`config.mk`:
```
export PLATFORM = sky130hd
export DESIGN_NAME = axi4lite_slave_regs
export DESIGN_NICKNAME = d
export VERILOG_FILES = /design/src/rtl/axi4lite_slave_regs.sv
export SDC_FILE = /design/constraint.sdc
export NUM_CORES = 1
export LEC_CHECK = 0
export ABC_CLOCK_PERIOD_IN_PS = 3700
export BUFFER_PORTS_ARGS = -buffer_cell sky130_fd_sc_hd__buf_2
export CORE_MARGIN = 5
export CORE_UTILIZATION = 38
export DETAILED_ROUTE_END_ITERATION = 12
export GPL_TIMING_DRIVEN = 0
export SLEW_MARGIN = 20
export SYNTH_ARGS = -nofsm -noshare
export SYNTH_HDL_FRONTEND = slang
export SYNTH_SLANG_ARGS = --single-unit
```
`constraint.sdc`:
```
create_clock -name ACLK -period 3.7 [get_ports ACLK]
set_input_delay 0.555 -clock ACLK [delete_from_list [all_inputs] [get_ports ACLK]]
set_output_delay 0.555 -clock ACLK [all_outputs]
set_load 0.02 [all_outputs]
```
`src/rtl/axi4lite_slave_regs.sv`:
```
// AXI4-Lite responder over a word-addressed register file; write and read FSMs run concurrently.
// Define AXI_SLV_ERR_EN to answer out-of-window accesses with SLVERR; otherwise they complete as OKAY.
module axi4lite_slave_regs #(
    parameter int                    ADDR_WIDTH = 32,
    parameter int                    DATA_WIDTH = 32,
    parameter logic [ADDR_WIDTH-1:0] BASE_ADDR  = 32'h0000_0600,
    parameter int                    NUM_REGS   = 16
) (
    input  logic                      ACLK,
    input  logic                      ARESETN,

    input  logic [ADDR_WIDTH-1:0]     AWADDR,
    input  logic [2:0]                AWPROT,
    input  logic                      AWVALID,
    output logic                      AWREADY,

    input  logic [DATA_WIDTH-1:0]     WDATA,
    input  logic [DATA_WIDTH/8-1:0]   WSTRB,
    input  logic                      WVALID,
    output logic                      WREADY,

    output logic [1:0]                BRESP,
    output logic                      BVALID,
    input  logic                      BREADY,

    input  logic [ADDR_WIDTH-1:0]     ARADDR,
    input  logic [2:0]                ARPROT,
    input  logic                      ARVALID,
    output logic                      ARREADY,

    output logic [DATA_WIDTH-1:0]     RDATA,
    output logic [1:0]                RRESP,
    output logic                      RVALID,
    input  logic                      RREADY
);
    localparam int STRB_WIDTH = DATA_WIDTH / 8;
    localparam int IDX_WIDTH  = (NUM_REGS > 1) ? $clog2(NUM_REGS) : 1;
    localparam int LIM_WIDTH  = ADDR_WIDTH + 1;
    localparam logic [LIM_WIDTH-1:0] WIN_LO = {1'b0, BASE_ADDR};
    localparam logic [LIM_WIDTH-1:0] WIN_HI = WIN_LO + LIM_WIDTH'(4 * NUM_REGS);

    localparam logic [1:0] RESP_OKAY = 2'b00;
`ifdef AXI_SLV_ERR_EN
    localparam logic [1:0] RESP_OOR  = 2'b10;
`else
    localparam logic [1:0] RESP_OOR  = 2'b00;
`endif

    localparam logic [0:0] W_IDLE = 1'b0;
    localparam logic [0:0] W_RESP = 1'b1;
    localparam logic [0:0] R_IDLE = 1'b0;
    localparam logic [0:0] R_DATA = 1'b1;

    logic [DATA_WIDTH-1:0] regs [NUM_REGS];

    logic [0:0]            w_state;
    logic [0:0]            r_state;
    logic                  aw_held;
    logic                  w_held;
    logic [ADDR_WIDTH-1:0] aw_addr_q;
    logic [DATA_WIDTH-1:0] w_data_q;
    logic [STRB_WIDTH-1:0] w_strb_q;

    logic                  aw_hs;
    logic                  w_hs;
    logic                  b_hs;
    logic                  ar_hs;
    logic                  r_hs;
    logic                  wr_commit;
    logic [ADDR_WIDTH-1:0] wr_addr;
    logic [DATA_WIDTH-1:0] wr_data;
    logic [STRB_WIDTH-1:0] wr_strb;
    logic [ADDR_WIDTH-1:0] wr_off;
    logic [ADDR_WIDTH-1:0] rd_off;
    logic [IDX_WIDTH-1:0]  wr_idx;
    logic [IDX_WIDTH-1:0]  rd_idx;
    logic                  wr_in_range;
    logic                  rd_in_range;
    logic                  unused_bits;

    function automatic logic in_window(input logic [ADDR_WIDTH-1:0] addr);
        return ({1'b0, addr} >= WIN_LO) && ({1'b0, addr} < WIN_HI);
    endfunction

    assign aw_hs = AWVALID && AWREADY;
    assign w_hs  = WVALID && WREADY;
    assign b_hs  = BVALID && BREADY;
    assign ar_hs = ARVALID && ARREADY;
    assign r_hs  = RVALID && RREADY;

    // A channel captured on an earlier edge is served from its latch, otherwise straight from the bus.
    assign wr_addr = aw_held ? aw_addr_q : AWADDR;
    assign wr_data = w_held  ? w_data_q  : WDATA;
    assign wr_strb = w_held  ? w_strb_q  : WSTRB;

    assign wr_commit = (w_state == W_IDLE) && (aw_held || aw_hs) && (w_held || w_hs);

    assign wr_in_range = in_window(wr_addr);
    assign rd_in_range = in_window(ARADDR);
    assign wr_off      = wr_addr - BASE_ADDR;
    assign rd_off      = ARADDR - BASE_ADDR;
    assign wr_idx      = wr_off[IDX_WIDTH+1:2];
    assign rd_idx      = rd_off[IDX_WIDTH+1:2];

    assign unused_bits = &{1'b0, AWPROT, ARPROT, wr_off, rd_off};

    always_ff @(posedge ACLK) begin
        if (!ARESETN) begin
            w_state   <= W_IDLE;
            aw_held   <= 1'b0;
            w_held    <= 1'b0;
            aw_addr_q <= '0;
            w_data_q  <= '0;
            w_strb_q  <= '0;
            AWREADY   <= 1'b0;
            WREADY    <= 1'b0;
            BVALID    <= 1'b0;
            BRESP     <= RESP_OKAY;
        end else begin
            case (w_state)
                W_IDLE: begin
                    if (wr_commit) begin
                        w_state <= W_RESP;
                        aw_held <= 1'b0;
                        w_held  <= 1'b0;
                        AWREADY <= 1'b0;
                        WREADY  <= 1'b0;
                        BVALID  <= 1'b1;
                        BRESP   <= wr_in_range ? RESP_OKAY : RESP_OOR;
                    end else begin
                        if (aw_hs) begin
                            aw_held   <= 1'b1;
                            aw_addr_q <= AWADDR;
                        end
                        if (w_hs) begin
                            w_held   <= 1'b1;
                            w_data_q <= WDATA;
                            w_strb_q <= WSTRB;
                        end
                        AWREADY <= !(aw_held || aw_hs);
                        WREADY  <= !(w_held || w_hs);
                    end
                end
                W_RESP: begin
                    if (b_hs) begin
                        w_state <= W_IDLE;
                        BVALID  <= 1'b0;
                        AWREADY <= 1'b1;
                        WREADY  <= 1'b1;
                    end
                end
                default: w_state <= W_IDLE;
            endcase
        end
    end

    always_ff @(posedge ACLK) begin
        if (!ARESETN) begin
            for (int i = 0; i < NUM_REGS; i++) begin
                regs[i] <= '0;
            end
        end else if (wr_commit && wr_in_range) begin
            for (int b = 0; b < STRB_WIDTH; b++) begin
                if (wr_strb[b]) begin
                    regs[wr_idx][8*b +: 8] <= wr_data[8*b +: 8];
                end
            end
        end
    end

    // Read samples the array before any same-edge commit lands, so it sees the old value.
    always_ff @(posedge ACLK) begin
        if (!ARESETN) begin
            r_state <= R_IDLE;
            ARREADY <= 1'b0;
            RVALID  <= 1'b0;
            RDATA   <= '0;
            RRESP   <= RESP_OKAY;
        end else begin
            case (r_state)
                R_IDLE: begin
                    if (ar_hs) begin
                        r_state <= R_DATA;
                        ARREADY <= 1'b0;
                        RVALID  <= 1'b1;
                        if (rd_in_range) begin
                            RDATA <= regs[rd_idx];
                            RRESP <= RESP_OKAY;
                        end else begin
                            RDATA <= '0;
                            RRESP <= RESP_OOR;
                        end
                    end else begin
                        ARREADY <= 1'b1;
                    end
                end
                R_DATA: begin
                    if (r_hs) begin
                        r_state <= R_IDLE;
                        RVALID  <= 1'b0;
                        ARREADY <= 1'b1;
                    end
                end
                default: r_state <= R_IDLE;
            endcase
        end
    end

endmodule

```
==> flow_metrics.py <==
metrics = {
    "min_path": {
        "hold_depth": 3,
        "worstHoldEndpoint": "w_data_q[3]",
        "min-delay-start": "WDATA[3]",
        "hold_class": "input port to flop",
    },
    "yosys": {
        "ys_async_sr_fraction": 0,
        "yosys.cell_types.count": 53,
        "synth_edf_count": 512,
        "synth_area_leader_cell": "edfxtp_1",
        "netlist.area_leader.share": 0.5294,
        "synth_area_mm2": 0.02904,
        "synth_area_leaders": "edfxtp_1, mux4_2, nor3_2",
        "avgSynthCellArea_um2": 13.84,
        "yosysWarnings": 0,
        "yosys_register_bits": 619,
        "syn_inst": 2098,
        "yosysSeqAreaShare": 0.6032,
        "synth_ff_type": "edfxtp_1",
    },
    "route": {
        "drt_iter0_drc": 2422,
        "wl_met2_mm": 46.37,
        "wl_per_cell_um": 29.47,
        "highest_layer": "met5",
        "drcViolationCount": 0,
        "num_vias": 20580,
        "wirelength_mm": 99.60,
        "first_pass_iters": 5,
        "ant_nets": 0,
        "wl_met3_mm": 11.30,
        "drt-met1-wl_mm": 37.30,
        "vias_per_cell": 6.088,
    },
    "layout": {
        "diodes": 0,
        "final_cell_area_mm2": 0.03357,
        "drive_gt1_frac": 0.3172,
        "final_util": 0.4428,
        "area_growth_pct": 15.61,
        "fillCellCount": 6860,
        "final_nets": 2461,
    },
    "place": {
        "place_ws_ns": -0.3544,
        "portBuffers": 136,
        "postPlaceCellArea_mm2": 0.03130,
        "gp_congestion": 0.9152,
        "dpl.hpwl_mm": 72.78,
    },
    "global_routing": {
        "overflow": 0,
        "grt_max_degree": 13,
        "grt_pass1_vias": 21210,
        "grt_pass1_wl_mm": 144.2,
        "track_usage": 0.2392,
        "antenna_found_initial": 3,
    },
    "timing": {
        "hold_slack_ns": 0.1996,
        "tightest_slew_ns": 1.151,
        "rsz0062_at_grt": "yes",
        "setup_viol": 22,
        "clock.fmax_mhz": 265.6,
        "finalCritPeriodShare": 1.018,
        "fin_tns_setup_ns": -0.7315,
        "finalWorstPathRequiredPeriod_ns": 3.765,
        "fin_worst_skew_ns": 0.02462,
        "hold_viol_final": 0,
        "drv_slew": 0,
        "fin_ws_ns": -0.06502,
        "relSlewSlack": 0.2277,
    },
    "worst_setup_path": {
        "worstPathCellList": "buf_2, buf_2, nand2_1, o32ai_2, o211ai_2, clkbuf_1, o21ai_1",
        "cp.required_ns": 3.93,
        "r2r-start": "aw_held",
        "cp_max_fo": 10,
        "arrival_ns": 3.99,
        "path_class": "flop to flop",
        "critPathSlowestCell": "o21ai_1",
        "critical_path.startpoint": "aw_held",
        "cpPeakStageDelay_ns": 0.87,
        "reg2reg_depth": 7,
        "critPathMostFrequentCell": "buf_2",
        "critPathLaunchType": "flop",
        "worstSetupEndpointType": "flop",
        "r2r_setup_slack_ns": -0.07,
        "r2r-end": "regs[7][16]",
    },
    "clocking": {
        "cts.clk_slew.worst_paths_ns": 0.06,
        "worstSkewPairLatency_ns": 0.62,
        "cts_max_level": 3,
        "numClockSinks": 619,
        "cts_tree": "built",
        "postCtsSetupBuffers": 0,
        "cts_buffers": 71,
        "clockRootBuffer": "clkbuf_16",
        "clock_path_buffers": 3,
    },
    "run": {
        "drv_cap": 0,
    },
    "pwr": {
        "power.internal_mw": 12.11,
        "p_switching_mw": 3.740,
        "p_leak_nw": 10.54,
        "ir_drop_mv": 0.3059,
        "switching_share": 0.2359,
        "power_frac_seq": 0.495,
        "power-per-cell-area_mw_per_mm2": 472.1,
        "pwr-share-comb": 0.078,
        "clock_power_share": 0.427,
    },
    "run_status": {
        "violations": "setup timing",
        "status": "finished with violations",
    },
    "die": {
        "row_count": 101,
        "die_h_um": 286.4,
        "design.core.area_mm2": 0.07582,
        "dieArea_mm2": 0.08205,
        "pin_count": 154,
        "initial_utilization": 0.3830,
        "die-width_um": 286.4,
    },
}
==> registers in the layout, summed over array words and instances (netlist names) <==
name	count
RVALID	1
ARREADY	1
w_strb_q	4
r_state	1
w_state	1
BVALID	1
aw_held	1
w_held	1
regs	512
AWREADY	1
aw_addr_q	30
RDATA	32
w_data_q	32
WREADY	1
==> placed cells by master, fill, tap and decap left out, types with 11 or more instances in the layout <==
cell	count
nor3_1	287
mux4_2	128
o21ai_1	76
a22oi_1	64
a21boi_0	68
a22o_1	63
buf_4	53
nand2_1	178
clkbuf_1	165
o21ai_2	11
buf_2	190
dfxtp_1	107
buf_1	20
clkbuf_16	75
o41ai_2	11
nor3_2	227
buf_6	14
edfxtp_1	512
==> worst max-delay path: cells and delay by family, from the launching register on <==
family,cells,cell delay (ns)
buffers and inverters,3,1.01
AOI/OAI and AO/OA,3,1.77
DFF,1,0.45
and+or+nand+nor,1,0.13
==> layout make-up <==
type                       instances  area, um^2  share of cell area
sequential                       619       17520              0.5217
multi-input combinational       1228       10480              0.3121
clock buffer                     108        2068             0.06160
tap                              978        1224             0.03645
buffer                           250        1195             0.03559
timing repair buffer             174       949.7             0.02829
clock inverter                    19       126.4            0.003764
inverter                           4       15.01           0.0004472
==> worst max-delay path by stage <==
| stage | to | slack [ns] |
|---|---|---|
| after floorplan | regs[12][0] | 0.43 |
| after global placement | regs[0][16] | -1.90 |
| after detailed placement | regs[14][28] | -0.35 |
| after CTS | regs[7][17] | -0.03 |
| after global routing | regs[7][16] | -0.18 |
| final | regs[7][16] | -0.07 |
==> Yosys cell counts (all sizes together), types with 4 or more instances <==
master	n
a22oi	64
nor2	11
edfxtp	512
o41ai	12
o21ai	91
nor4b	6
o221ai	4
o32ai	4
or4	4
a22o	63
nor2b	8
buf	109
a21oi	4
clkbuf	141
and2	10
dfxtp	107
inv	4
nand2	178
nor3	514
a21boi	68
mux2i	4
nor4	12
mux4	128
o211ai	14
==> stage by stage <==
stage	instances	total power, mW
finish	3380	15.85
detailed placement	3251	9.206
global route	3380	16.25
CTS	3378	15.87
floorplan	2101	8.684
global placement	3215	9.137
==> power groups by stage <==
stage / clock [mW] / combinational (mW) / sequential (mW)
2_1_floorplan: 0 / 0.717 / 7.97
3_3_place_gp: 0 / 1.15 / 7.99
3_5_place_dp: 0 / 1.21 / 8.00
4_1_cts: 6.81 / 1.21 / 7.85
5_1_grt: 7.08 / 1.30 / 7.87
6_report: 6.77 / 1.23 / 7.85
==> kinds of logic (layout without fill, tap and decap cells) <==
group | Yosys count | after routing | synth area share
buffers and inverters | 254 | 555 | 0.04140
and+or+nand+nor | 763 | 763 | 0.1679
muxes | 132 | 132 | 0.1006
DFF | 619 | 619 | 0.6032
other | 1 | 4 | 0.0001291
AOI/OAI and AO/OA | 329 | 329 | 0.08673
==> what timing repair did <==
item	in CTS	in global routing
gates resized for setup	2	12
cloned	0	0
hold buffers	0	0
setup endpoints to repair	43	87
==> layer usage <==
| metal | vias up | GRT usage |
|---|---|---|
| met5 | - | 0 |
| met4 | 6 | 0.1052 |
| met3 | 268 | 0.07292 |
| met2 | 1266 | 0.3812 |
| met1 | 10350 | 0.3029 |
| li1 | 8687 | - |
Power figures use the tool's default switching activity.
